$ cat src/rtl/cache_reg_arbiter.sv
// cache_reg_arbiter
//   Round-robin arbiter/controller that shares a bank of N_REGS cache
//   registers between N_REQ requesters. Transactions are serialised one per
//   cycle. The block drives the bank's one-hot store strobes and write data,
//   returns read data, and zero-fills the bank after reset or on clr.
//
// Ports
//   clk        rising-edge clock
//   rst_n      asynchronous active-low reset
//   clr        pulse, restarts the zero-init sequence
//   req        per-requester transaction request
//   we         per-requester write (1) / read (0)
//   addr       per-requester register address, requester i at [i*ADDR_W +: ADDR_W]
//   wdata      per-requester write data, requester i at [i*DATA_W +: DATA_W]
//   gnt        one-hot, one-cycle grant
//   rdata      read data (holds between reads)
//   rvalid     one-cycle read-data-valid
//   rid        requester index owning rdata
//   err        one-cycle pulse when the granted address is >= N_REGS
//   busy       high while the bank is being zero-filled
//   reg_store  one-hot store strobe to the bank
//   reg_din    data_in shared by every bank register
//   reg_dout   data_out of every bank register, register j at [j*DATA_W +: DATA_W]
module cache_reg_arbiter #(
  parameter int N_REQ  = 4,
  parameter int N_REGS = 4,
  parameter int ADDR_W = 2,
  parameter int DATA_W = 16
) (
  input  logic                     clk,
  input  logic                     rst_n,
  input  logic                     clr,
  input  logic [N_REQ-1:0]         req,
  input  logic [N_REQ-1:0]         we,
  input  logic [N_REQ*ADDR_W-1:0]  addr,
  input  logic [N_REQ*DATA_W-1:0]  wdata,
  output logic [N_REQ-1:0]         gnt,
  output logic [DATA_W-1:0]        rdata,
  output logic                     rvalid,
  output logic [$clog2(N_REQ)-1:0] rid,
  output logic                     err,
  output logic                     busy,
  output logic [N_REGS-1:0]        reg_store,
  output logic [DATA_W-1:0]        reg_din,
  input  logic [N_REGS*DATA_W-1:0] reg_dout
);

  localparam int RID_W = $clog2(N_REQ);
  localparam int CNT_W = $clog2(N_REGS);

  typedef enum logic {
    INIT = 1'b0,
    RUN  = 1'b1
  } state_t;

  state_t             state, state_next;
  logic [CNT_W-1:0]   cnt, cnt_next;
  logic [RID_W-1:0]   ptr, ptr_next;

  logic [N_REQ-1:0]   gnt_next;
  logic [DATA_W-1:0]  rdata_next;
  logic               rvalid_next;
  logic [RID_W-1:0]   rid_next;
  logic               err_next;
  logic               busy_next;
  logic [N_REGS-1:0]  store_next;
  logic [DATA_W-1:0]  din_next;

  logic [N_REQ-1:0]   eligible;
  logic [N_REQ-1:0]   upper;
  logic               found;
  logic               win_valid;
  logic [RID_W-1:0]   win_idx;
  logic [ADDR_W-1:0]  win_addr;
  logic               win_we;
  logic [DATA_W-1:0]  win_wdata;
  logic               addr_ok;
  logic [CNT_W-1:0]   reg_sel;
  logic [DATA_W-1:0]  rd_data;

  // Round-robin pick. The requester granted this cycle is masked so a held
  // request cannot win back-to-back. Candidates at or above the pointer are
  // preferred; if none, the lowest eligible index wins (wrap-around).
  always_comb begin
    eligible  = req & ~gnt;
    upper     = '0;
    found     = 1'b0;
    win_idx   = '0;
    for (int j = 0; j < N_REQ; j++) begin
      upper[j] = eligible[j] && (j >= int'(ptr));
    end
    for (int j = 0; j < N_REQ; j++) begin
      if (upper[j] && !found) begin
        win_idx = RID_W'(j);
        found   = 1'b1;
      end
    end
    for (int j = 0; j < N_REQ; j++) begin
      if (eligible[j] && !found) begin
        win_idx = RID_W'(j);
        found   = 1'b1;
      end
    end
    win_valid = |eligible;
  end

  // Decode the winner's transaction. A read of a register whose store strobe
  // is active this cycle returns the data being written, because the bank
  // only captures it at the coming edge.
  always_comb begin
    win_addr  = addr[int'(win_idx)*ADDR_W +: ADDR_W];
    win_we    = we[win_idx];
    win_wdata = wdata[int'(win_idx)*DATA_W +: DATA_W];
    addr_ok   = int'(win_addr) < N_REGS;
    reg_sel   = addr_ok ? CNT_W'(win_addr) : '0;
    if (reg_store[reg_sel]) begin
      rd_data = reg_din;
    end else begin
      rd_data = reg_dout[int'(reg_sel)*DATA_W +: DATA_W];
    end
  end

  // Next-state and next-output logic. clr overrides everything, including a
  // grant that would otherwise be issued at this edge.
  always_comb begin
    state_next  = state;
    cnt_next    = cnt;
    ptr_next    = ptr;
    gnt_next    = '0;
    store_next  = '0;
    rvalid_next = 1'b0;
    err_next    = 1'b0;
    busy_next   = busy;
    din_next    = reg_din;
    rdata_next  = rdata;
    rid_next    = rid;

    if (clr) begin
      state_next = INIT;
      cnt_next   = '0;
      busy_next  = 1'b1;
    end else begin
      case (state)
        INIT: begin
          busy_next  = 1'b1;
          store_next = N_REGS'(1) << cnt;
          din_next   = '0;
          if (cnt == CNT_W'(N_REGS - 1)) begin
            state_next = RUN;
          end else begin
            cnt_next = cnt + 1'b1;
          end
        end
        RUN: begin
          busy_next = 1'b0;
          if (win_valid) begin
            gnt_next = N_REQ'(1) << win_idx;
            ptr_next = (int'(win_idx) == N_REQ - 1) ? '0 : win_idx + 1'b1;
            if (!addr_ok) begin
              err_next = 1'b1;
              if (!win_we) begin
                rvalid_next = 1'b1;
                rdata_next  = '0;
                rid_next    = win_idx;
              end
            end else if (win_we) begin
              store_next = N_REGS'(1) << reg_sel;
              din_next   = win_wdata;
            end else begin
              rvalid_next = 1'b1;
              rdata_next  = rd_data;
              rid_next    = win_idx;
            end
          end
        end
        default: state_next = INIT;
      endcase
    end
  end

  // State and registered outputs.
  always_ff @(posedge clk or negedge rst_n) begin
    if (!rst_n) begin
      state     <= INIT;
      cnt       <= '0;
      ptr       <= '0;
      gnt       <= '0;
      rdata     <= '0;
      rvalid    <= 1'b0;
      rid       <= '0;
      err       <= 1'b0;
      busy      <= 1'b0;
      reg_store <= '0;
      reg_din   <= '0;
    end else begin
      state     <= state_next;
      cnt       <= cnt_next;
      ptr       <= ptr_next;
      gnt       <= gnt_next;
      rdata     <= rdata_next;
      rvalid    <= rvalid_next;
      rid       <= rid_next;
      err       <= err_next;
      busy      <= busy_next;
      reg_store <= store_next;
      reg_din   <= din_next;
    end
  end

endmodule

$ cat config.mk
export PLATFORM = sky130hd
export DESIGN_NAME = cache_reg_arbiter
export DESIGN_NICKNAME = d
export VERILOG_FILES = /design/src/rtl/cache_reg_arbiter.sv
export SDC_FILE = /design/constraint.sdc
export NUM_CORES = 1
export LEC_CHECK = 0
export CAP_MARGIN = 20
export CORE_ASPECT_RATIO = 1.25
export CORE_MARGIN = 3
export CORE_UTILIZATION = 25
export DETAILED_ROUTE_END_ITERATION = 8
export PLACE_DENSITY_LB_ADDON = 0.2
export SETUP_SLACK_MARGIN = 0.02
export SLEW_MARGIN = 20
export SYNTH_ARGS = -nofsm -noshare
export SYNTH_HDL_FRONTEND = slang
export SYNTH_SLANG_ARGS = --single-unit
$ cat constraint.sdc
create_clock -name clk -period 3.2 [get_ports clk]
set_input_delay 0.32 -clock clk [delete_from_list [all_inputs] [get_ports clk]]
set_output_delay 0.32 -clock clk [all_outputs]
set_load 0.02 [all_outputs]
==> metrics.sh <==
TRITONCTS.NUM_BUFFERS=5
TOTAL_NEGATIVE_SETUP_SLACKS_NS=0
CTS.REPAIR.RESIZED=0
POST-SYNTH-TOP-AREA-CELL='dfrtp_1'
UTILIZATION_AFTER_LAYOUT=0.446
CRITICAL_PATH_CLASS='input port to flop'
CP-START-KIND='input port'
FIN_WS_NS=0.398
CTS_ROOT_BUF='clkbuf_16'
DRC=0
HOLD_VIOL=0
CAP_VIOL_MAX_COUNT=0
DETAILED_PLACE_HPWL_UM=9730
WORSTPATHMAXFANOUT=15
SYNTH_SEQUENTIAL_AREA_RATIO=0.384
DRTITER0DRC=92
GRT.TOTAL_USAGE=0.165
MAX_FREQ_GHz=0.357
ANTENNA_FOUND_INITIAL=0
GPL.FINAL_WEIGHTED_CONGESTION=0.793
FILL_CELLS=1190
NETS_IN_THE_SYNTHESIZED_NETLIST=454
SYNTH-SEQ-CELLS=49
CTS_SETUP_BUFFERS=0
ROUTE.FINAL.WIRE_LENGTH_UM=11700
REG2REG_SLACK_NS=0.42
SYNTH_TOP_CELLS_BY_AREA='dfrtp_1, mux2i_1, mux4_2'
ROUTEDWLPERCELL_UM=17.9
TRITONCTS_CLOCK_TREE='built'
VIA_COUNT=3062
VIA_COUNT_OF_THE_FIRST_GLOBAL_ROUTING_PASS=3303
POST_SYNTH.CELL_AREA_AVG_UM2=10.7
GR_OVFL_TOTAL=0
MULTI_INPUT_AREA_UM2=1800
TIMING.HOLD.WS_NS=0.0192
LAYOUT-DRIVE-GT1-SHARE=0.104
DESIGN_POWER_TOTAL_mW=3.50
CTS.SINKS=49
CORE_AREA_UM2=12300
LARGEST_NET_DEGREE_AT_THE_START_OF_GLOBAL_ROUTING=38
CLKSLEWWORSTSETUPHOLDPATHS_NS=0.07
REQUIRED_NS=3.37
FINAL_CELL_AREA_UM2=5490
CTS-ROOT-TO-SINK-BUFFERS=2
REGTOREGSTARTPOINT='gnt[0]$_DFF_PN0_'
PLACEDINSTANCEAREA_UM2=5350
FP-ROW-COUNT=45
DPL_CELLS=648
WORST_SLEW_MARGIN_RELATIVE_TO_ITS_LIMIT=0.629
INITIAL_CORE_UTIL=0.259
WIRE_LENGTH_OF_THE_FIRST_GLOBAL_ROUTING_PASS_UM=18100
SYN_INST=299
CRITICAL_PATH_ENDPOINT_CATEGORY='flop'
YS_DOMINANT_REG_CELL='dfrtp_1'
PERIOD_SHARE=0.876
MIN_PERIOD_NS=2.80
FIRSTDRTPASSITERS=4
POSTSYNTH.ASYNCRESETSHARE=1.00
REG2REG_DEPTH=10
TOTAL_LEAKAGE_POWER_nW=2.30
CP.ARRIVAL_NS=2.97
STATUS='complete, no violations'
FIN_SKEW_NS=0.00771
IR_WORST_VDD_V=0.000309
WORST_PIN_SLEW_NS=0.557
FINAL-MAX-SLEW-VIOLATION-COUNT=0
DIE_X_UM=107
PLACEMENT.SETUP.WORST_SLACK_NS=0.0986
ANTENNA_CELLS=0
FINALSETUPVIOLATIONS=0
FLOORPLAN.DIE_AREA_UM2=14200
FINISH.CELL_COUNT_WITHOUT_FILLERS=655
DRTANTENNAVIOLNETS=0
GRT_SETUP_UNREPAIRED='no'
HTREEDEPTH=2
SYNTHDISTINCTLIBCELLS=36
NUMBER_OF_ENABLE_TYPE_REGISTER_CELLS_IN_THE_SYNTHESIZED_NETLIST=0
POWER_PER_CELL_AREA_nW_PER_UM2=637
REGTOREGENDPOINT='rdata[5]$_DFFE_PN0P_'
SYNTH_TOP_AREA_SHARE=0.384
CLK-INSERTION-DELAY-LATE_NS=0.29
SEQUENTIAL_CELL_AREA_UM2=1230
PORT_BUFFER_COUNT=190
YS.WARNINGS.COUNT=0
FINAL_NETS=646
CTS_HOLD_REPAIR.BUFFERS=0
AVGVIACOUNTPERCELL=4.67
SYN2LAYOUT_AREA_GROWTH_PCT=72.1
YOSYS.CELL_COUNT.TOP_TYPE='nand2_1'
FLOORPLAN.DIE.HEIGHT_UM=132
SYN_AREA_UM2=3190
WORST_HOLD_PATH_TYPE='input port to asynchronous set/reset pin'
YS_TOP_CELLS_BY_COUNT='nand2_1, mux2i_1, dfrtp_1'
TOP_LEVEL_PORTS=192
-- worst max-delay path by stage --
stage,startpoint,cells past startpoint,slack (ns),end
global placement,req[0],11,0.18,rdata[13]$_DFFE_PN0P_
floorplan,gnt[0]$_DFF_PN0_,12,0.39,reg_din[10]$_DFFE_PN0P_
CTS,req[0],11,0.39,rdata[5]$_DFFE_PN0P_
detailed placement,req[0],11,0.1,rdata[12]$_DFFE_PN0P_
global route,req[0],11,0.17,rdata[12]$_DFFE_PN0P_
finish,req[0],11,0.40,rdata[5]$_DFFE_PN0P_
-- layer usage --
metal	vias up	wire length, µm	global-route usage
met3	9	570	0.0338
li1	1467	-	-
met1	1494	4420	0.184
met4	0	167	0.0398
met5	-	0	0
met2	92	6550	0.313
-- critical path, stage by stage --
cell and delay (ns):
clkdlybuf4s50_1 0.50, nand3b_1 0.09, a311o_1 0.34, and2_2 0.29, buf_12 0.19, mux2i_1 0.13, mux2i_2 0.26, buf_4 0.27
mux4_2 0.34, mux2i_1 0.15, o21ai_1 0.08
-- cells by family (layout without fill, tap and decap cells) --
family	after synthesis	count (layout)	synth area share
adders and majority gates	8	8	0.0314
xor gates and xnor gates	1	1	0.00274
DFF	49	49	0.384
and+or+nand+nor	87	87	0.125
buffers and inverters	31	223	0.0541
AOI/OAI and AO/OA	50	50	0.109
other	1	1	0.00117
muxes	72	72	0.293
-- layout make-up --
cell class,instances,area share
clock buffers,7,0.0260
inverters,8,0.00638
multi-input cells,219,0.328
flip-flops and latches,49,0.223
well taps,164,0.0373
repair buffers,208,0.379
-- flip-flops by register name, indices dropped and copies added, names as in the netlist --
signal     cells
state          1
rdata         16
gnt            4
reg_din       16
busy           1
rid            2
ptr            2
reg_store      4
cnt            2
rvalid         1
-- cell usage in the layout (no fill, tap or decap), types with 2 or more instances in the layout --
cell / n
dfrtp_1: 49
nor3_1: 2
and2_1: 4
nand2_1: 55
ha_1: 8
nor2_1: 5
a32o_1: 16
nand3_1: 4
buf_4: 14
a211oi_1: 2
o21ai_0: 11
mux2i_1: 53
clkdlybuf4s50_1: 189
a21oi_1: 6
o21ai_1: 10
buf_12: 4
nor2b_1: 4
nand2b_1: 6
inv_1: 7
mux4_2: 17
clkbuf_16: 5
-- power by group --
group	switching [mW]	internal (mW)
Sequential	0.107	0.766
Clock	0.220	0.307
Combinational	1.01	1.09
Total	1.34	2.16
No activity file was read; power rests on OpenSTA's default activity.
